==> src/rtl/regfile_scoreboard.sv <==
// 32x32 register file with 1-cycle registered reads and a per-register pending-write scoreboard.
// Optional macro REGFILE_BYPASS_EN: write-first read ports and a stall release on the retiring write.
module regfile_scoreboard #(
    parameter int DATA_W = 32
) (
    input  logic              clk,
    input  logic              reset_n,
    input  logic [4:0]        rs_addr,
    input  logic [4:0]        rt_addr,
    output logic [DATA_W-1:0] rs_data,
    output logic [DATA_W-1:0] rt_data,
    input  logic              wr_en,
    input  logic [4:0]        wr_addr,
    input  logic [DATA_W-1:0] wr_data,
    input  logic              issue_valid,
    input  logic              issue_rwe,
    input  logic [4:0]        issue_dst,
    output logic              stall,
    output logic              sb_err
);

    logic [DATA_W-1:0] regs_q [32];
    logic [1:0]        cnt_q  [32];
    logic [1:0]        cnt_d  [32];
    logic [DATA_W-1:0] rs_data_q, rs_data_d;
    logic [DATA_W-1:0] rt_data_q, rt_data_d;
    logic              sb_err_q, sb_err_d;

    logic dec, inc;
    logic rs_busy, rt_busy, dst_full;

    assign dec = wr_en && (wr_addr != 5'd0);
    assign inc = issue_valid && issue_rwe && !stall && (issue_dst != 5'd0);

    always_comb begin
        rs_busy  = (rs_addr != 5'd0) && (cnt_q[rs_addr] != 2'd0);
        rt_busy  = (rt_addr != 5'd0) && (cnt_q[rt_addr] != 2'd0);
`ifdef REGFILE_BYPASS_EN
        // The last outstanding write retiring this cycle is forwarded, so it no longer blocks.
        if (dec && (wr_addr == rs_addr) && (cnt_q[rs_addr] == 2'd1)) rs_busy = 1'b0;
        if (dec && (wr_addr == rt_addr) && (cnt_q[rt_addr] == 2'd1)) rt_busy = 1'b0;
`endif
        dst_full = issue_rwe && (cnt_q[issue_dst] == 2'd3);
        stall    = issue_valid && (rs_busy || rt_busy || dst_full);
    end

    always_comb begin
        sb_err_d = sb_err_q;
        for (int i = 0; i < 32; i++) begin
            cnt_d[i] = cnt_q[i];
        end
        if (dec && (cnt_q[wr_addr] == 2'd0)) begin
            sb_err_d = 1'b1;
        end
        // A matching issue and writeback cancel out on the same register.
        if (inc && !(dec && (wr_addr == issue_dst))) begin
            cnt_d[issue_dst] = cnt_q[issue_dst] + 2'd1;
        end
        if (dec && !(inc && (wr_addr == issue_dst)) && (cnt_q[wr_addr] != 2'd0)) begin
            cnt_d[wr_addr] = cnt_q[wr_addr] - 2'd1;
        end
    end

    always_comb begin
        rs_data_d = regs_q[rs_addr];
        rt_data_d = regs_q[rt_addr];
`ifdef REGFILE_BYPASS_EN
        if (dec && (wr_addr == rs_addr)) rs_data_d = wr_data;
        if (dec && (wr_addr == rt_addr)) rt_data_d = wr_data;
`endif
        if (rs_addr == 5'd0) rs_data_d = '0;
        if (rt_addr == 5'd0) rt_data_d = '0;
    end

    always_ff @(posedge clk or negedge reset_n) begin
        if (!reset_n) begin
            for (int i = 0; i < 32; i++) begin
                regs_q[i] <= '0;
                cnt_q[i]  <= 2'd0;
            end
            rs_data_q <= '0;
            rt_data_q <= '0;
            sb_err_q  <= 1'b0;
        end else begin
            if (dec) begin
                regs_q[wr_addr] <= wr_data;
            end
            for (int i = 0; i < 32; i++) begin
                cnt_q[i] <= cnt_d[i];
            end
            rs_data_q <= rs_data_d;
            rt_data_q <= rt_data_d;
            sb_err_q  <= sb_err_d;
        end
    end

    assign rs_data = rs_data_q;
    assign rt_data = rt_data_q;
    assign sb_err  = sb_err_q;

endmodule

==> config.mk <==
export PLATFORM = sky130hd
export DESIGN_NAME = regfile_scoreboard
export DESIGN_NICKNAME = d
export VERILOG_FILES = /design/src/rtl/regfile_scoreboard.sv
export SDC_FILE = /design/constraint.sdc
export NUM_CORES = 2
export LEC_CHECK = 0
export CAP_MARGIN = 0
export CORE_MARGIN = 4
export CORE_UTILIZATION = 45
export DETAILED_ROUTE_END_ITERATION = 7
export HOLD_SLACK_MARGIN = 0.02
export PLACE_DENSITY_LB_ADDON = 0.2
export SKIP_LAST_GASP = 1
export SYNTH_ARGS = -nofsm -noshare
export SYNTH_HDL_FRONTEND = slang
export SYNTH_SLANG_ARGS = --single-unit
==> constraint.sdc <==
create_clock -name clk -period 6.6 [get_ports clk]
set_input_delay 0.99 -clock clk [delete_from_list [all_inputs] [get_ports clk]]
set_output_delay 0.99 -clock clk [all_outputs]
set_load 0.05 [all_outputs]
== Word-level counts from Yosys, hierarchy flattened ==
Index checks and enable logic that the tools add are counted.
Word-level totals
  register bits after elaboration: 1153
  output and inout bits: 66
  word-level logic and storage cells: 143
Cells by class
  add/sub/neg operators: 2
  $lt $le $gt $ge: 6
  equality and inequality tests: 2
  multiplexer cells: 31
  bitwise operators: 4
  reductions and logical operators: 31
Operator list (count)
  $bwmux 1024: 1
  $bmux 32 s5: 2
  $mux 32: 7
  $demux 32 s5: 1
  $bwmux 64: 2
  $mux 64: 2
  $bmux 2 s5: 4
  $ge 6x6->1 const B: 4
  $not 5->6: 4
  $demux 2 s5: 2
  $mux 2: 10
  $reduce_bool 5->1: 4
  $logic_and 1x1->1: 16
  $lt 6x1->1 const B: 2
  $logic_not 5->1: 2
  $reduce_bool 2->1: 3
  $eq 5x5->1: 1
  $logic_not 1->1: 3
  $add 2x1->2 const B: 1
  $eq 2x2->1 const B: 1
  $logic_not 2->1: 1
  $logic_or 1x1->1: 2
  $sub 2x1->2 const B: 1

== Depth between registers and ports, before layout ==
  word-level depth: 17
  gate-level depth with buffers: 16

== Least setup slack after synthesis ==
No wires, ideal clock.
  kind: input -> output
  start: input rt_addr[1]
  end: output stall
  arrival time: 3.887 ns
  slack: 1.723 ns
  stages: 8
  path buffers: 2
  path through: buf_2 -> nor4b_1 -> a2111oi_0 -> a22oi_1 -> a211oi_2 -> buf_2 -> a211oi_1 -> a21boi_0
Between the ends
  word-level cells in the longest chain between the ends: 9
  elaborated cells between the ends (all ways): 10
Ends and longest elaborated chain
  start: declaration: line 9  | input logic [4:0] rt_addr,
  $not 5->6 (implied by the code): line 37  | rt_busy = (rt_addr != 5'd0) && (cnt_q[rt_addr] != 2'd0);
  $bmux 2 s5: line 37
  $mux 2 (implied by the code) (2 in series): line 37
  $reduce_bool 2->1: line 37
  $logic_and 1x1->1 (*): line 37
  $logic_or 1x1->1 (*) (2 in series): line 44  | stall = issue_valid && (rs_busy || rt_busy || dst_full);
  $logic_and 1x1->1 (*): line 44
  end: declaration: line 18  | output logic stall,
Every way passes the cells marked *; elsewhere a longest branch is shown, timed or not. The select of a mux whose other input is x is not followed.

==> metrics.yaml <==
sta:
  achievable-frequency_ghz: 0.2073
  slew-limit-headroom: 0.1870
  timing.clock.skew_ns: 0.02847
  layout_worst_path_cycle_share: 0.7308
  worst-slew-pin-transition_ns: 1.217
  report.final.hold_viol_count: 0
  hold_slack_ns: 0.1610
  slew_viol_final: 0
  grt_setup_unrepaired: "no"
  setup_total_negative_slack_ns: 0
  setup_violations: 0
  timing.final.crit_period_ns: 4.823
power:
  power.density_nw_per_um2: 326.9
  total_leakage_power_nw: 29.22
  max-vdd-ir-drop_uv: 253.3
clock_tree:
  cts_tree: "built"
  worst_setup_hold_path_clk_slew_ns: 0.06
  cts_made_buffers: 135
  number_of_clock_sinks: 1153
  cts_root_buffer: "clkbuf_16"
  cts.path.max_buffers: 3
  cts_resized: 0
  cts.htree.levels: 4
  cts.repair_timing.setup_buffer_count: 0
  clock_latency_ns: 0.77
  cts_hold_repair.buffers: 0
worst_setup_path:
  crit_arrival_ns: 5.42
  worst_ep_required_time_ns: 7.20
  crit_type: "primary input to flip-flop"
  critPathCaptureType: "flip-flop"
  r2r_cell_count: 12
  worst-path-max-fanout: 18
  critPathLaunchType: "primary input"
  r2r_slack_ns: 2.63
synthesis:
  synthDominantCellAreaShare: 0.4668
  synth.area.top_cells: "dfrtp_1 47%, mux4_2 22%, mux2_2 18%"
  netlist_area_um2: 61810
  synth.cells.most_frequent: "1153 x dfrtp_1, 977 x mux2_2, 613 x mux4_2"
  postSynthNetCount: 4026
  synth_cells: 3967
  postSynth.topFlopCell: "dfrtp_1"
  postSynth.asyncResetShare: 1.000
  synthesis.area_per_instance_um2: 15.58
  yosys.cell_types.count: 63
  number_of_enable_type_register_cells_in_the_synthesized_netlist: 0
  synth-seq-cells: 1153
  synth_warnings: 0
  synthDominantAreaCellType: "dfrtp_1"
  library_cell_with_the_highest_instance_count_after_synthesis: "dfrtp_1"
  synth_seq_area_share: 0.4668
floorplan:
  start_util: 0.4545
  die-height_um: 378.6
  std_cell_rows: 135
  die_width_um: 378.6
  core_region_area_um2: 136000
  design.die.area_um2: 143300
  io-pin-count: 123
route:
  detailedRoute.firstPassIterationCount: 5
  drc: 0
  antenna_violating_nets_post_route: 0
  detailedRoute.firstIterationViolations: 3670
  wl_per_cell_um: 33.19
  num_vias: 37660
  wl_mm: 189.8
  viasPerCell: 6.586
flow_run:
  number_of_maximum_capacitance_constraint_violations: 0
global_routing:
  antenna_found_initial: 4
  grt_pass1_wl_mm: 281.4
  grt_start_max_net_pins: 166
  first_global_vias: 39250
  grtUsageTotal: 0.2695
  overflow: 0
worst_hold_path:
  timing.hold.worst.class: "primary input to async pin"
cells_and_area:
  nFillCells: 11270
  area.growth.synth_to_final_pct: 11.49
  footprint_of_the_multi_input_gates_um2: 31310
  final_layout_size_suffix_gt1_frac: 0.4977
  nNetsFinal: 3896
  ff_latch_area_um2: 28850
placed_design:
  portBuffers: 122
  place_hpwl_mm: 99.29
  routabilityCongestion: 0.8854
run_status:
  run_status: "complete, no violations"
## worst paths after layout
path | start | end
setup / recovery | issue_dst[1] | cnt_q[21]$_DFF_PN0_
min in group clk | regs_q[998]$_DFFE_PN0P_ | regs_q[998]$_DFFE_PN0P_
setup reg to reg | cnt_q[10]$_DFF_PN0_ | cnt_q[21]$_DFF_PN0_
hold reg to reg | regs_q[998]$_DFFE_PN0P_ | regs_q[998]$_DFFE_PN0P_
hold / removal | reset_n | cnt_q[48]$_DFF_PN0_
max in group asynchronous | reset_n | regs_q[847]$_DFFE_PN0P_
## power breakdown
part / switching (mW) / internal [mW] / total [mW]
clock network: 3.09 / 4.47 / 7.56
registers: 1.14 / 8.51 / 9.65
logic: 2.47 / 2.85 / 5.32
total: 6.69 / 15.8 / 22.5
## area by class of cell
type / instances / share of cell area
multi-input combinational: 2339 / 0.4544
sequential: 1153 / 0.4187
clock buffer: 197 / 0.05685
tap: 1781 / 0.03234
timing repair buffer: 196 / 0.02987
clock inverter: 39 / 0.007027
inverter: 12 / 0.0007263
antenna: 1 / 0.00003632
## state kept, by name (all words and copies together) (netlist names)
signal / cells
sb_err: 1
rt_data: 32
regs_q: 1024
rs_data: 32
cnt_q: 64
## kinds of logic (layout without fill, tap and decap cells)
kind of cell / Yosys count / in the layout / synth area share
flops: 1153 / 1153 / 0.4668
xor+xnor: 5 / 5 / 0.0007085
simple gates: 295 / 295 / 0.02350
fa+ha+maj: 2 / 2 / 0.0004048
other cells: 0 / 1 / 0
mux: 1866 / 1866 / 0.4467
compound gates: 171 / 171 / 0.03016
buf+inv: 475 / 444 / 0.03170
## stage by stage
stage	instance area, um2	setup WS, ns	util	power, mW	instances
floorplan	61810	1.723	-	13.33	3967
global placement	64500	1.290	0.4744	14.90	5481
detailed placement	64500	1.112	0.4744	15.04	5481
CTS	68900	1.854	0.5067	22.65	5717
global route	68900	1.655	0.5067	23.47	5717
finish	68910	1.777	0.5068	22.52	5718
## placed cells by master (no fill, tap or decap), drive strengths merged, types with 2 or more instances in the layout
cell,Yosys,layout
bufinv,0,9
a22oi,11,11
mux2i,245,245
o22ai,29,29
a2111oi,35,35
nand2b,6,6
o221ai,25,25
mux4,613,613
inv,11,18
a21oi,13,13
and3b,2,2
a21o,3,3
xor2,5,5
or4b,2,2
nand3b,8,8
nand2,47,47
nor3,21,21
and3,3,3
clkinvlp,0,3
nand3,52,52
buf,204,85
a211o,6,6
a221oi,11,11
nor3b,11,11
nor4b,6,6
clkdlybuf4s50,0,111
nor2,107,107
or3,4,4
mux2,1008,1008
nand4,13,13
nor2b,6,6
a211oi,3,3
dfrtp,1153,1153
o21ai,25,25
and4,2,2
ha,2,2
clkinv,1,21
clkbuf,259,197
## worst max-delay path: stages
cell	delay, ns
clkdlybuf4s50_1	1.10
mux4_2	0.45
a22oi_1	0.23
and4_1	0.25
inv_1	0.05
ha_1	0.22
a211o_1	0.27
a31oi_4	0.54
buf_4	0.37
nand3_1	0.16
a2111oi_4	0.43
mux2i_1	0.23
mux2i_1	0.09
## per-layer routing
metal / global-route usage / vias to the layer above / wire, um
met1: 0.3873 / 20870 / 83110
met2: 0.4222 / 1298 / 89220
met5: 0 / - / 24
met4: 0.08285 / 4 / 5855
li1: - / 15140 / -
met3: 0.04678 / 339 / 11580
Power figures use the tool's default switching activity.
